**src/rtl/comp_gt8_serial.sv**
```systemverilog
// Bit-serial MSB-first unsigned magnitude comparator with a start/done handshake.
// Operands are latched on an accepted start; gt/lt/eq are held until the next accepted start.
module comp_gt8_serial #(
  parameter int W          = 8,
  parameter bit EARLY_EXIT = 1'b1
) (
  input  logic         clk,
  input  logic         reset_n,
  input  logic         start,
  input  logic [W-1:0] a,
  input  logic [W-1:0] b,
  output logic         busy,
  output logic         done,
  output logic         gt,
  output logic         lt,
  output logic         eq
);

  localparam int CW = (W > 2) ? $clog2(W) : 1;

  typedef enum logic [1:0] {
    IDLE  = 2'd0,
    SHIFT = 2'd1,
    DONE  = 2'd2
  } state_t;

  state_t        state_r, state_s;
  logic [W-1:0]  sa_r, sa_s;
  logic [W-1:0]  sb_r, sb_s;
  logic [CW-1:0] cnt_r, cnt_s;
  logic          dgt_r, dgt_s;
  logic          dlt_r, dlt_s;
  logic          gt_r, gt_s;
  logic          lt_r, lt_s;
  logic          eq_r, eq_s;
  logic          busy_r, busy_s;
  logic          done_r, done_s;
  logic          diff_s;

  assign diff_s = sa_r[W-1] ^ sb_r[W-1];

  // Next-state, datapath and flag computation.
  always_comb begin
    state_s = state_r;
    sa_s    = sa_r;
    sb_s    = sb_r;
    cnt_s   = cnt_r;
    dgt_s   = dgt_r;
    dlt_s   = dlt_r;
    gt_s    = gt_r;
    lt_s    = lt_r;
    eq_s    = eq_r;
    case (state_r)
      IDLE: begin
        if (start) begin
          state_s = SHIFT;
          sa_s    = a;
          sb_s    = b;
          cnt_s   = CW'(W - 1);
          dgt_s   = 1'b0;
          dlt_s   = 1'b0;
          gt_s    = 1'b0;
          lt_s    = 1'b0;
          eq_s    = 1'b0;
        end else begin
          state_s = IDLE;
        end
      end
      SHIFT: begin
        sa_s  = {sa_r[W-2:0], 1'b0};
        sb_s  = {sb_r[W-2:0], 1'b0};
        cnt_s = cnt_r - {{(CW-1){1'b0}}, 1'b1};
        // Only the first (most significant) difference decides the result.
        if (diff_s && !(dgt_r || dlt_r)) begin
          dgt_s = sa_r[W-1];
          dlt_s = sb_r[W-1];
        end else begin
          dgt_s = dgt_r;
          dlt_s = dlt_r;
        end
        if ((diff_s && EARLY_EXIT) || (cnt_r == {CW{1'b0}})) begin
          state_s = DONE;
          cnt_s   = {CW{1'b0}};
          gt_s    = dgt_s;
          lt_s    = dlt_s;
          eq_s    = !(dgt_s || dlt_s);
        end else begin
          state_s = SHIFT;
        end
      end
      DONE: begin
        state_s = IDLE;
      end
      default: begin
        state_s = IDLE;
      end
    endcase
    busy_s = (state_s != IDLE);
    done_s = (state_s == DONE);
  end

  // State, datapath and registered outputs.
  always_ff @(posedge clk or negedge reset_n) begin
    if (!reset_n) begin
      state_r <= IDLE;
      sa_r    <= {W{1'b0}};
      sb_r    <= {W{1'b0}};
      cnt_r   <= {CW{1'b0}};
      dgt_r   <= 1'b0;
      dlt_r   <= 1'b0;
      gt_r    <= 1'b0;
      lt_r    <= 1'b0;
      eq_r    <= 1'b0;
      busy_r  <= 1'b0;
      done_r  <= 1'b0;
    end else begin
      state_r <= state_s;
      sa_r    <= sa_s;
      sb_r    <= sb_s;
      cnt_r   <= cnt_s;
      dgt_r   <= dgt_s;
      dlt_r   <= dlt_s;
      gt_r    <= gt_s;
      lt_r    <= lt_s;
      eq_r    <= eq_s;
      busy_r  <= busy_s;
      done_r  <= done_s;
    end
  end

  assign busy = busy_r;
  assign done = done_r;
  assign gt   = gt_r;
  assign lt   = lt_r;
  assign eq   = eq_r;

endmodule

```
**config.mk**
```make
export PLATFORM = sky130hd
export DESIGN_NAME = comp_gt8_serial
export DESIGN_NICKNAME = d
export VERILOG_FILES = /design/src/rtl/comp_gt8_serial.sv
export SDC_FILE = /design/constraint.sdc
export NUM_CORES = 1
export LEC_CHECK = 0
export ABC_AREA = 1
export ABC_CLOCK_PERIOD_IN_PS = 1100
export BUFFER_PORTS_ARGS = -buffer_cell sky130_fd_sc_hd__buf_2
export CORE_ASPECT_RATIO = 1.5
export CORE_MARGIN = 2
export CORE_UTILIZATION = 48
export CTS_CLUSTER_DIAMETER = 60
export DETAILED_ROUTE_END_ITERATION = 6
export PLACE_DENSITY = 0.75
export SYNTH_ARGS = -nofsm -noshare
export SYNTH_HDL_FRONTEND = slang
export SYNTH_SLANG_ARGS = --single-unit
```
**constraint.sdc**
```tcl
create_clock -name clk -period 1.1 [get_ports clk]
set_input_delay 0.11 -clock clk [delete_from_list [all_inputs] [get_ports clk]]
set_output_delay 0.11 -clock clk [all_outputs]
set_load 0.05 [all_outputs]
```
==> results of run 1 <==
[worst max-delay path: stages, from the launching register on]
cell and delay (ns):
dfrtp_1 0.44, inv_2 0.10, nand2_2 0.09, nand2_4 0.09, buf_12 0.13, nand2_2 0.05, o21ai_1 0.06, nand2_1 0.07
inv_1 0.05
[final timing paths]
| kind | start | endpoint | slack, ns | depth (start not counted) |
|---|---|---|---|---|
| setup / recovery | state_r[1] | cnt_r[0] | -0.03 | 8 |
| hold / removal | b[1] | sb_r[1] | 0.009 | 3 |
| setup reg to reg | state_r[1] | cnt_r[0] | -0.03 | 8 |
| hold reg to reg | sa_r[5] | sa_r[5] | 0.53 | 2 |
| max in group asynchronous | reset_n | sb_r[3] | 0.50 | 3 |
| min in group asynchronous | reset_n | dlt_r | 0.20 | 2 |
[placed cells by master, fill, tap and decap left out]
cell type      synthesis  layout
clkbuf_4               0       6
nand4_1                2       2
nand3_4                0       1
dfrtp_1               28      27
inv_2                  3       5
buf_2                  0      20
nand3_1                8       6
inv_4                  1       2
nand2_1               22      16
ha_4                   0       2
nand3_2                1       2
buf_6                  3       2
dfrtp_2                0       1
o22ai_2                1       8
o21ai_1                2       4
nor3_1                 1       1
dlygate4sd3_1          0       3
inv_1                  9       6
buf_12                 0       3
o21ai_2                1       1
nand2_4                2       5
o22ai_1               13       6
nand2_2                2       5
nor2_2                 1       4
nor2_1                31      28
buf_4                  1       4
[registers in the layout (all words and copies together), names as in the netlist]
name     count
busy         1
gt           1
dgt_r        1
dlt_r        1
eq           1
done         1
sb_r         8
sa_r         8
state_r      2
cnt_r        3
lt           1
[cells by family (layout without fill, tap and decap cells)]
group | count (synthesis) | count (layout) | synth area share, %
simple gates | 70 | 70 | 24.6
flops | 28 | 28 | 56.1
compound gates | 19 | 19 | 9.82
buf+inv | 17 | 51 | 7.41
fa+ha+maj | 2 | 2 | 2.00
[power by group]
| group | leakage, nW | internal (mW) | switching, mW | total [mW] |
|---|---|---|---|---|
| clock network | 0.0138 | 0.128 | 0.292 | 0.420 |
| logic | 0.480 | 1.07 | 1.54 | 2.61 |
| registers | 0.329 | 1.48 | 0.315 | 1.80 |
| total | 0.823 | 2.68 | 2.15 | 4.82 |
[cell type report]
class,instances,area [um2]
clock buffers,3,22.5
fillers,179,797
inverters,13,53.8
multi-input cells,91,579
flip-flops and latches,28,702
well taps,24,30.0
repair buffers,35,265
[timing repair]
action	CTS	global route
hold endpoints to repair	30	0
setup buffers	2	0
endpoints found under the setup margin	22	23
hold buffers	3	0
pin swaps	5	8
resized for setup	14	24
[metal layers]
metal | GRT usage (%) | up-vias | wire length [um]
met3 | 2.44 | 6 | 73
met1 | 25.8 | 518 | 1160
met4 | 9.56 | 0 | 51
li1 | - | 513 | -
met5 | 0 | - | 0
met2 | 34.9 | 21 | 1430
[through the flow]
step           hold slack (ns)  TNS, ns  power (mW)
2_1_floorplan           -0.186        0        3.24
3_3_place_gp            0.0357  -0.0425        3.73
3_5_place_dp            0.0500   -0.475        3.86
4_1_cts                0.00222   -0.155        4.51
5_1_grt                 0.0186    -1.12        5.17
6_report               0.00925  -0.0569        4.82
==> flow_summary.yaml, run 1 <==
cts:
  ctsRootBufferMaster: "clkbuf_4"
  ctsHtreeMaxLevel: 1
  cts.clk_slew.worst_paths_ns: 0.15
  clock_sinks: 28
  clk_latency_ns: 0.32
  clockBufferDepth: 2
  cts_tree: "done"
  cts_buffers: 3
placement:
  port_buffers: 23
  placed_cells: 186
  dpl_worst_slack_ns: -0.0748
  placed_cell_area_um2: 1440
  post-dp-hpwl_mm: 1.91
  gp_congestion: 0.827
sta:
  setup-violations-final: 6
  worstMarginPinSlew_ns: 0.367
  rsz0062_at_grt: "yes"
  worst_slack_ns: -0.0344
  hold_violations: 0
  fmax_mhz: 882
  finalClockSkew_ns: 0.00803
  timing.final.crit_share_pct: 103
  max-slew-margin-rel_pct: 75.5
  slew_violations: 0
  finalCriticalPeriod_ns: 1.13
cells_and_area:
  fin_nets: 193
  layout-drive-gt1-share_pct: 41.8
  stdcell_count: 194
  fin_area_um2: 1650
  area_delta_synth_final_pct: 32.4
  antenna_cells: 0
  final_util_pct: 67.5
outcome:
  status: "complete, but fails checks"
  violations: "negative setup slack"
routing:
  wl_mm: 2.72
  ant_nets: 0
  drc: 0
  via_per_inst: 5.45
  wl_per_cell_um: 14.0
  dr.pass1.iters: 4
  drt-initial-drc-count: 37
  dr_total_vias: 1058
yosys:
  synthTopCellsByCount: "nor2_1, dfrtp_1, nand2_1"
  ys_seq_area_share_pct: 56.1
  netlist_area_um2: 1250
  synth_cell_types: 21
  ys.flop_type: "dfrtp_1"
  synth.area.top_cells: "dfrtp_1, nor2_1, nand2_1"
  yosys_warnings: 0
  syn_avg_cell_area_um2: 9.18
  synth_top_area_share_pct: 56.1
  synth.largest_area_cell: "dfrtp_1"
  synth_most_common_cell: "nor2_1"
  netlist_instances: 136
  ys_ff_latch: 28
  synth-async-reset-ratio_pct: 100
  synth_edf_count: 0
  syn_nets: 157
setup_path:
  start_kind: "register"
  worstSetupPathType: "reg -> reg"
  crit_required_ns: 1.38
  end_kind: "register"
  path_max_fanout: 12
  worstPathArrival_ns: 1.42
run:
  max_cap_viol_count: 0
grt:
  grt_pass1_wl_mm: 4.64
  grt_pass1_vias: 1060
  overflow: 0
  grt_max_degree: 19
  antenna_found_initial: 0
  track_usage_pct: 20.8
die:
  io_pins: 24
  dieHeight_um: 66.5
  rows: 22
  dieWidth_um: 45.6
  start_util_pct: 51.0
  coreArea_um2: 2450
  design.die.area_um2: 3030
min_path:
  min_path_type: "in -> reg"
power:
  vdd_drop_max_mv: 1.58
  leakage_nw: 0.823
  power.density_nw_per_um2: 2920
(Power assumes the default switching activity.)
==> inputs of run 2 (changes only) <==
Settings changed: SETUP_SLACK_MARGIN set to 0.4.
==> flow_summary.yaml, run 2 (synthesis gave the netlist of run 1 again) <==
outcome:
  status: "complete, but fails checks"
  violations: "negative setup slack"
setup_path:
  r2r-start: "cnt_r[1]"
  crit_start: "cnt_r[1]"
  worstSetupPathType: "reg -> reg"
  reg2reg_to: "eq"
  r2r_setup_slack_ns: -0.05
  worstPathArrival_ns: 1.38
  start_kind: "register"
  crit_required_ns: 1.33
  path_max_fanout: 7
  worstRegToRegCells: 8
  end_kind: "register"
run:
  max_cap_viol_count: 0
die:
  dieHeight_um: 66.5
  dieWidth_um: 45.6
  design.die.area_um2: 3030
  io_pins: 24
  start_util_pct: 51.0
  rows: 22
  coreArea_um2: 2450
cts:
  ctsRootBufferMaster: "clkbuf_4"
  cts.clk_slew.worst_paths_ns: 0.14
  cts_tree: "done"
  clock_sinks: 28
  ctsHtreeMaxLevel: 1
  clockBufferDepth: 2
  clk_latency_ns: 0.31
  cts_buffers: 3
routing:
  via_per_inst: 5.28
  ant_nets: 0
  drt-initial-drc-count: 21
  wl_per_cell_um: 14.1
  dr_total_vias: 1046
  dr.pass1.iters: 4
  drc: 0
  wl_mm: 2.79
sta:
  finalCriticalPeriod_ns: 1.15
  setup-violations-final: 12
  finalClockSkew_ns: 0.00495
  worstMarginPinSlew_ns: 0.329
  max-slew-margin-rel_pct: 78.1
  slew_violations: 0
  fmax_mhz: 868
  worst_slack_ns: -0.0514
  hold_violations: 0
  rsz0062_at_grt: "yes"
  timing.final.crit_share_pct: 105
cells_and_area:
  antenna_cells: 0
  reg_top3: "sa_r x8, sb_r x8, cnt_r x3"
  final_cell_mix: "nor2_1, dfrtp_1, buf_2"
  fin_nets: 196
  area_delta_synth_final_pct: 34.4
  final_util_pct: 68.5
  layout-drive-gt1-share_pct: 40.8
  layout_commonest_cell: "nor2_1"
power:
  pwr-share-seq_pct: 36.3
  power.internal_mw: 2.75
  vdd_drop_max_mv: 2.02
  p_sw_mw: 2.13
  sw_frac_of_total_pct: 43.6
  leakage_nw: 0.832
  p_total_mw: 4.88
  pwr-share-clk_pct: 9.9
  comb_power_share_pct: 53.8
  power.density_nw_per_um2: 2910
placement:
  gp_congestion: 0.797
  post-dp-hpwl_mm: 1.84
  port_buffers: 23
min_path:
  min_path_type: "in -> reg"
  hold_end: "sb_r[3]"
  worstHoldPathCells: 3
  hp-start: "b[3]"
grt:
  overflow: 0
  grt_max_degree: 22
  antenna_found_initial: 0
  grt_pass1_wl_mm: 4.81
  grt_pass1_vias: 1137
  track_usage_pct: 21.6
## run 2: cell count changes in the layout (fill, tap and decap cells not counted), moves of 3 or more
| cell | before | now |
|---|---|---|
| buf_4 | 4 | 10 |
| buf_8 | 0 | 3 |
| o22ai_1 | 6 | 11 |
| clkbuf_4 | 6 | 3 |
| o22ai_2 | 8 | 3 |
## run 2: power groups by stage
stage | registers, mW | clock network [mW] | logic, mW
floorplan | 1.92 | 0 | 1.39
global route | 1.83 | 0.531 | 2.88
detailed placement | 1.76 | 0 | 2.08
finish | 1.77 | 0.482 | 2.63
CTS | 1.76 | 0.497 | 2.52
global placement | 1.74 | 0 | 2.00
## run 2: worst max-delay path, stage by stage (launching register included)
cell	delay (ns)
dfrtp_1	0.41
inv_2	0.07
ha_4	0.16
nand2_4	0.06
nand3_4	0.08
nand2_4	0.13
inv_4	0.05
nand2_2	0.05
nand2_1	0.04
## run 2: cell type report
cell class                      instances  area (um2)
Fill cell                             192         772
Tap cell                               24        30.0
Timing Repair Buffer                   38         294
Multi-Input combinational cell         91         559
Sequential cell                        28         704
Clock buffer                            4        36.3
Inverter                               13        53.8
## run 2: per-layer routing
| metal | vias up | part of all wire, % | routed length [um] | GRT usage (%) |
|---|---|---|---|---|
| li1 | 519 | - | - | - |
| met1 | 481 | 40 | 1130 | 25.7 |
| met2 | 34 | 52 | 1450 | 36.3 |
| met3 | 12 | 3.2 | 89 | 2.71 |
| met4 | 0 | 4.3 | 121 | 11.8 |
| met5 | - | 0 | 0 | 0 |
## run 2: worst max-delay path by stage
stage	end
global placement	sa_r[5]
CTS	cnt_r[0]
detailed placement	cnt_r[2]
global route	cnt_r[0]
floorplan	eq
finish	eq
## run 2: timing repair
action,4_1_cts,5_1_grt
setup buffers,3,1
endpoints found under the setup margin,33,33
endpoints found under the hold margin,30,0
resized for setup,29,4
pin swaps,6,5
hold buffers,3,0
## run 2: metrics by stage
step           hold WS [ns]  setup slack [ns]  std cells  setup TNS, ns  cell area [um2]
4_1_cts             0.00967          -0.00318        197       -0.00387             1650
3_3_place_gp         0.0278           -0.0263        187        -0.0809             1460
5_1_grt              0.0322           -0.0915        198          -1.31             1680
3_5_place_dp         0.0254           -0.0636        187         -0.554             1460
2_1_floorplan        -0.186            0.0359        136              0             1280
6_report             0.0172           -0.0514        198         -0.184             1680
==> inputs of run 3 (changes only) <==
Settings changed: ABC_AREA 1 to not set, CORE_UTILIZATION 48 to 49.
==> flow_summary.yaml, run 3 <==
grt:
  grt_pass1_vias: 1348
  grt_pass1_wl_mm: 6.09
  overflow: 0
  track_usage_pct: 25.0
  antenna_found_initial: 0
  grt_max_degree: 18
yosys:
  ys.flop_type: "dfrtp_1"
  synth_top_area_share_pct: 49.5
  synth_edf_count: 0
  netlist_instances: 147
  synth_most_common_cell: "dfrtp_1"
  syn_nets: 168
  synth.largest_area_cell: "dfrtp_1"
  ys_ff_latch: 28
  synth.area.top_cells: "dfrtp_1, nor2b_1, o21ai_0"
  synth_cell_types: 25
  yosys_warnings: 0
  synthTopCellsByCount: "dfrtp_1, o21ai_0, a21oi_1"
  netlist_area_um2: 1420
  synth-async-reset-ratio_pct: 100
  ys_seq_area_share_pct: 49.5
  syn_avg_cell_area_um2: 9.63
setup_path:
  r2r-start: "cnt_r[1]"
  reg2reg_to: "gt"
  path_max_fanout: 4
  crit_family: "flip-flops"
  critPathBufInv: 1
  worstSetupPathType: "reg -> reg"
  worstRegToRegCells: 5
  max_stage_delay_ns: 0.41
  crit_required_ns: 1.26
  worstPathArrival_ns: 1.40
  r2r_setup_slack_ns: -0.14
  crit_chain: "inv_2 -> ha_4 -> nand2b_4 -> a311oi_4 -> o2bb2ai_1"
  cp_slowest_cell: "dfrtp_1"
  start_kind: "register"
  path_depth: 5
  end_kind: "register"
routing:
  drc: 0
  ant_nets: 0
  wl_per_cell_um: 16.3
  drt-initial-drc-count: 46
  dr_total_vias: 1306
  via_per_inst: 5.65
  dr.pass1.iters: 4
  wl_mm: 3.77
sta:
  hold_violations: 0
  worst_slack_ns: -0.138
  finalClockSkew_ns: 0.00434
  timing.final.crit_share_pct: 113
  fmax_mhz: 808
  setup-violations-final: 23
  whs_ns: 0.102
  rsz0062_at_grt: "yes"
  max-slew-margin-rel_pct: 80.8
  worstMarginPinSlew_ns: 0.289
  slew_violations: 0
  finalCriticalPeriod_ns: 1.24
  fin_tns_setup_ns: -1.36
cells_and_area:
  nFillCells: 196
  final_util_pct: 77.0
  seq_area_um2: 707
  stdcell_count: 231
  final_cell_mix: "dfrtp_1, a21oi_1, buf_2"
  reg_top3: "sa_r x8, sb_r x8, cnt_r x3"
  fin_nets: 216
  layout-drive-gt1-share_pct: 43.3
  layout_commonest_cell: "dfrtp_1"
  antenna_cells: 0
  area_delta_synth_final_pct: 47.2
  multi_input_area_um2: 795
die:
  design.die.area_um2: 3340
  coreArea_um2: 2710
  io_pins: 24
  start_util_pct: 52.3
  rows: 23
  dieHeight_um: 69.8
  dieWidth_um: 47.9
cts:
  ctsHtreeMaxLevel: 1
  cts_tree: "done"
  clock_sinks: 28
  ctsRootBufferMaster: "clkbuf_8"
  cts.clk_slew.worst_paths_ns: 0.09
  clockBufferDepth: 2
  clk_latency_ns: 0.27
  cts_buffers: 3
run:
  max_cap_viol_count: 0
outcome:
  status: "complete, but fails checks"
  violations: "negative setup slack"
min_path:
  min_path_type: "in -> reg"
  worstHoldPathCells: 3
  hold_end: "sb_r[1]"
  hp-start: "b[1]"
power:
  p_sw_mw: 2.42
  power.internal_mw: 3.64
  p_total_mw: 6.06
  comb_power_share_pct: 57.9
  power.density_nw_per_um2: 2910
  sw_frac_of_total_pct: 40.0
  pwr-share-seq_pct: 31.6
  leakage_nw: 0.887
  vdd_drop_max_mv: 1.92
  pwr-share-clk_pct: 10.5
placement:
  post-dp-hpwl_mm: 2.39
  placed_cells: 219
  gp_congestion: 0.822
  port_buffers: 23
## run 3: changes by cell type after synthesis, moves of 7 or more
cell / change
o21ai_0: +20
nor2_1: -27
nand2_1: -18
a22oi_1: +14
nor2b_1: +18
o22ai_1: -12
nand3_1: -7
a21oi_1: +19
## run 3: power groups by stage
| stage | clock [mW] | sequential [mW] | combinational [mW] |
|---|---|---|---|
| after floorplan | 0 | 1.96 | 1.44 |
| after global placement | 0 | 1.78 | 2.33 |
| after detailed placement | 0 | 1.81 | 2.42 |
| after CTS | 0.647 | 1.88 | 3.09 |
| after global routing | 0.686 | 1.96 | 3.80 |
| final | 0.637 | 1.91 | 3.51 |
## run 3: cell families after synthesis
family | synth area share (%)
buf+inv | 5.04
compound gates | 28.1
fa+ha+maj | 1.77
simple gates | 14.4
flops | 49.5
xor+xnor | 1.15
## run 3: final cells by class
class / instances / area share (%)
clock buffers: 4 / 2.64
inverters: 7 / 1.26
multi-input cells: 102 / 38.1
flip-flops and latches: 28 / 33.9
well taps: 37 / 2.22
repair buffers: 53 / 21.8
## run 3: timing repair
action	in CTS	in global routing
setup endpoints to repair	33	49
endpoints found under the hold margin	12	0
resized for setup	51	9
hold buffers	1	0
buffers inserted	2	5
pin swaps	6	3
## run 3: metal layers
metal	up-vias	GRT usage, %	wire [um]
li1	616	-	-
met1	642	29.0	1360
met2	35	43.1	2180
met3	13	3.39	114
met4	0	9.61	106
met5	-	0	0
## run 3: metrics by stage
step | area (um2) | worst slack, ns
finish | 2080 | -0.138
global placement | 1720 | -0.0909
CTS | 1990 | -0.108
global route | 2080 | -0.208
floorplan | 1440 | -0.0752
detailed placement | 1720 | -0.167
## run 3: worst reg2reg max path, cell delays in order (launching register included)
cell and delay, ns:
dfrtp_1 0.41, inv_2 0.09, ha_4 0.15, nand2b_4 0.08, a311oi_4 0.27, o2bb2ai_1 0.12
## run 3: worst max path at each step
stage	to	slack, ns	from
after floorplan	sa_r[2]	-0.08	state_r[0]
after global placement	eq	-0.09	cnt_r[1]
after detailed placement	eq	-0.17	cnt_r[1]
after CTS	eq	-0.11	cnt_r[1]
after global routing	lt	-0.21	cnt_r[1]
final	gt	-0.14	cnt_r[1]
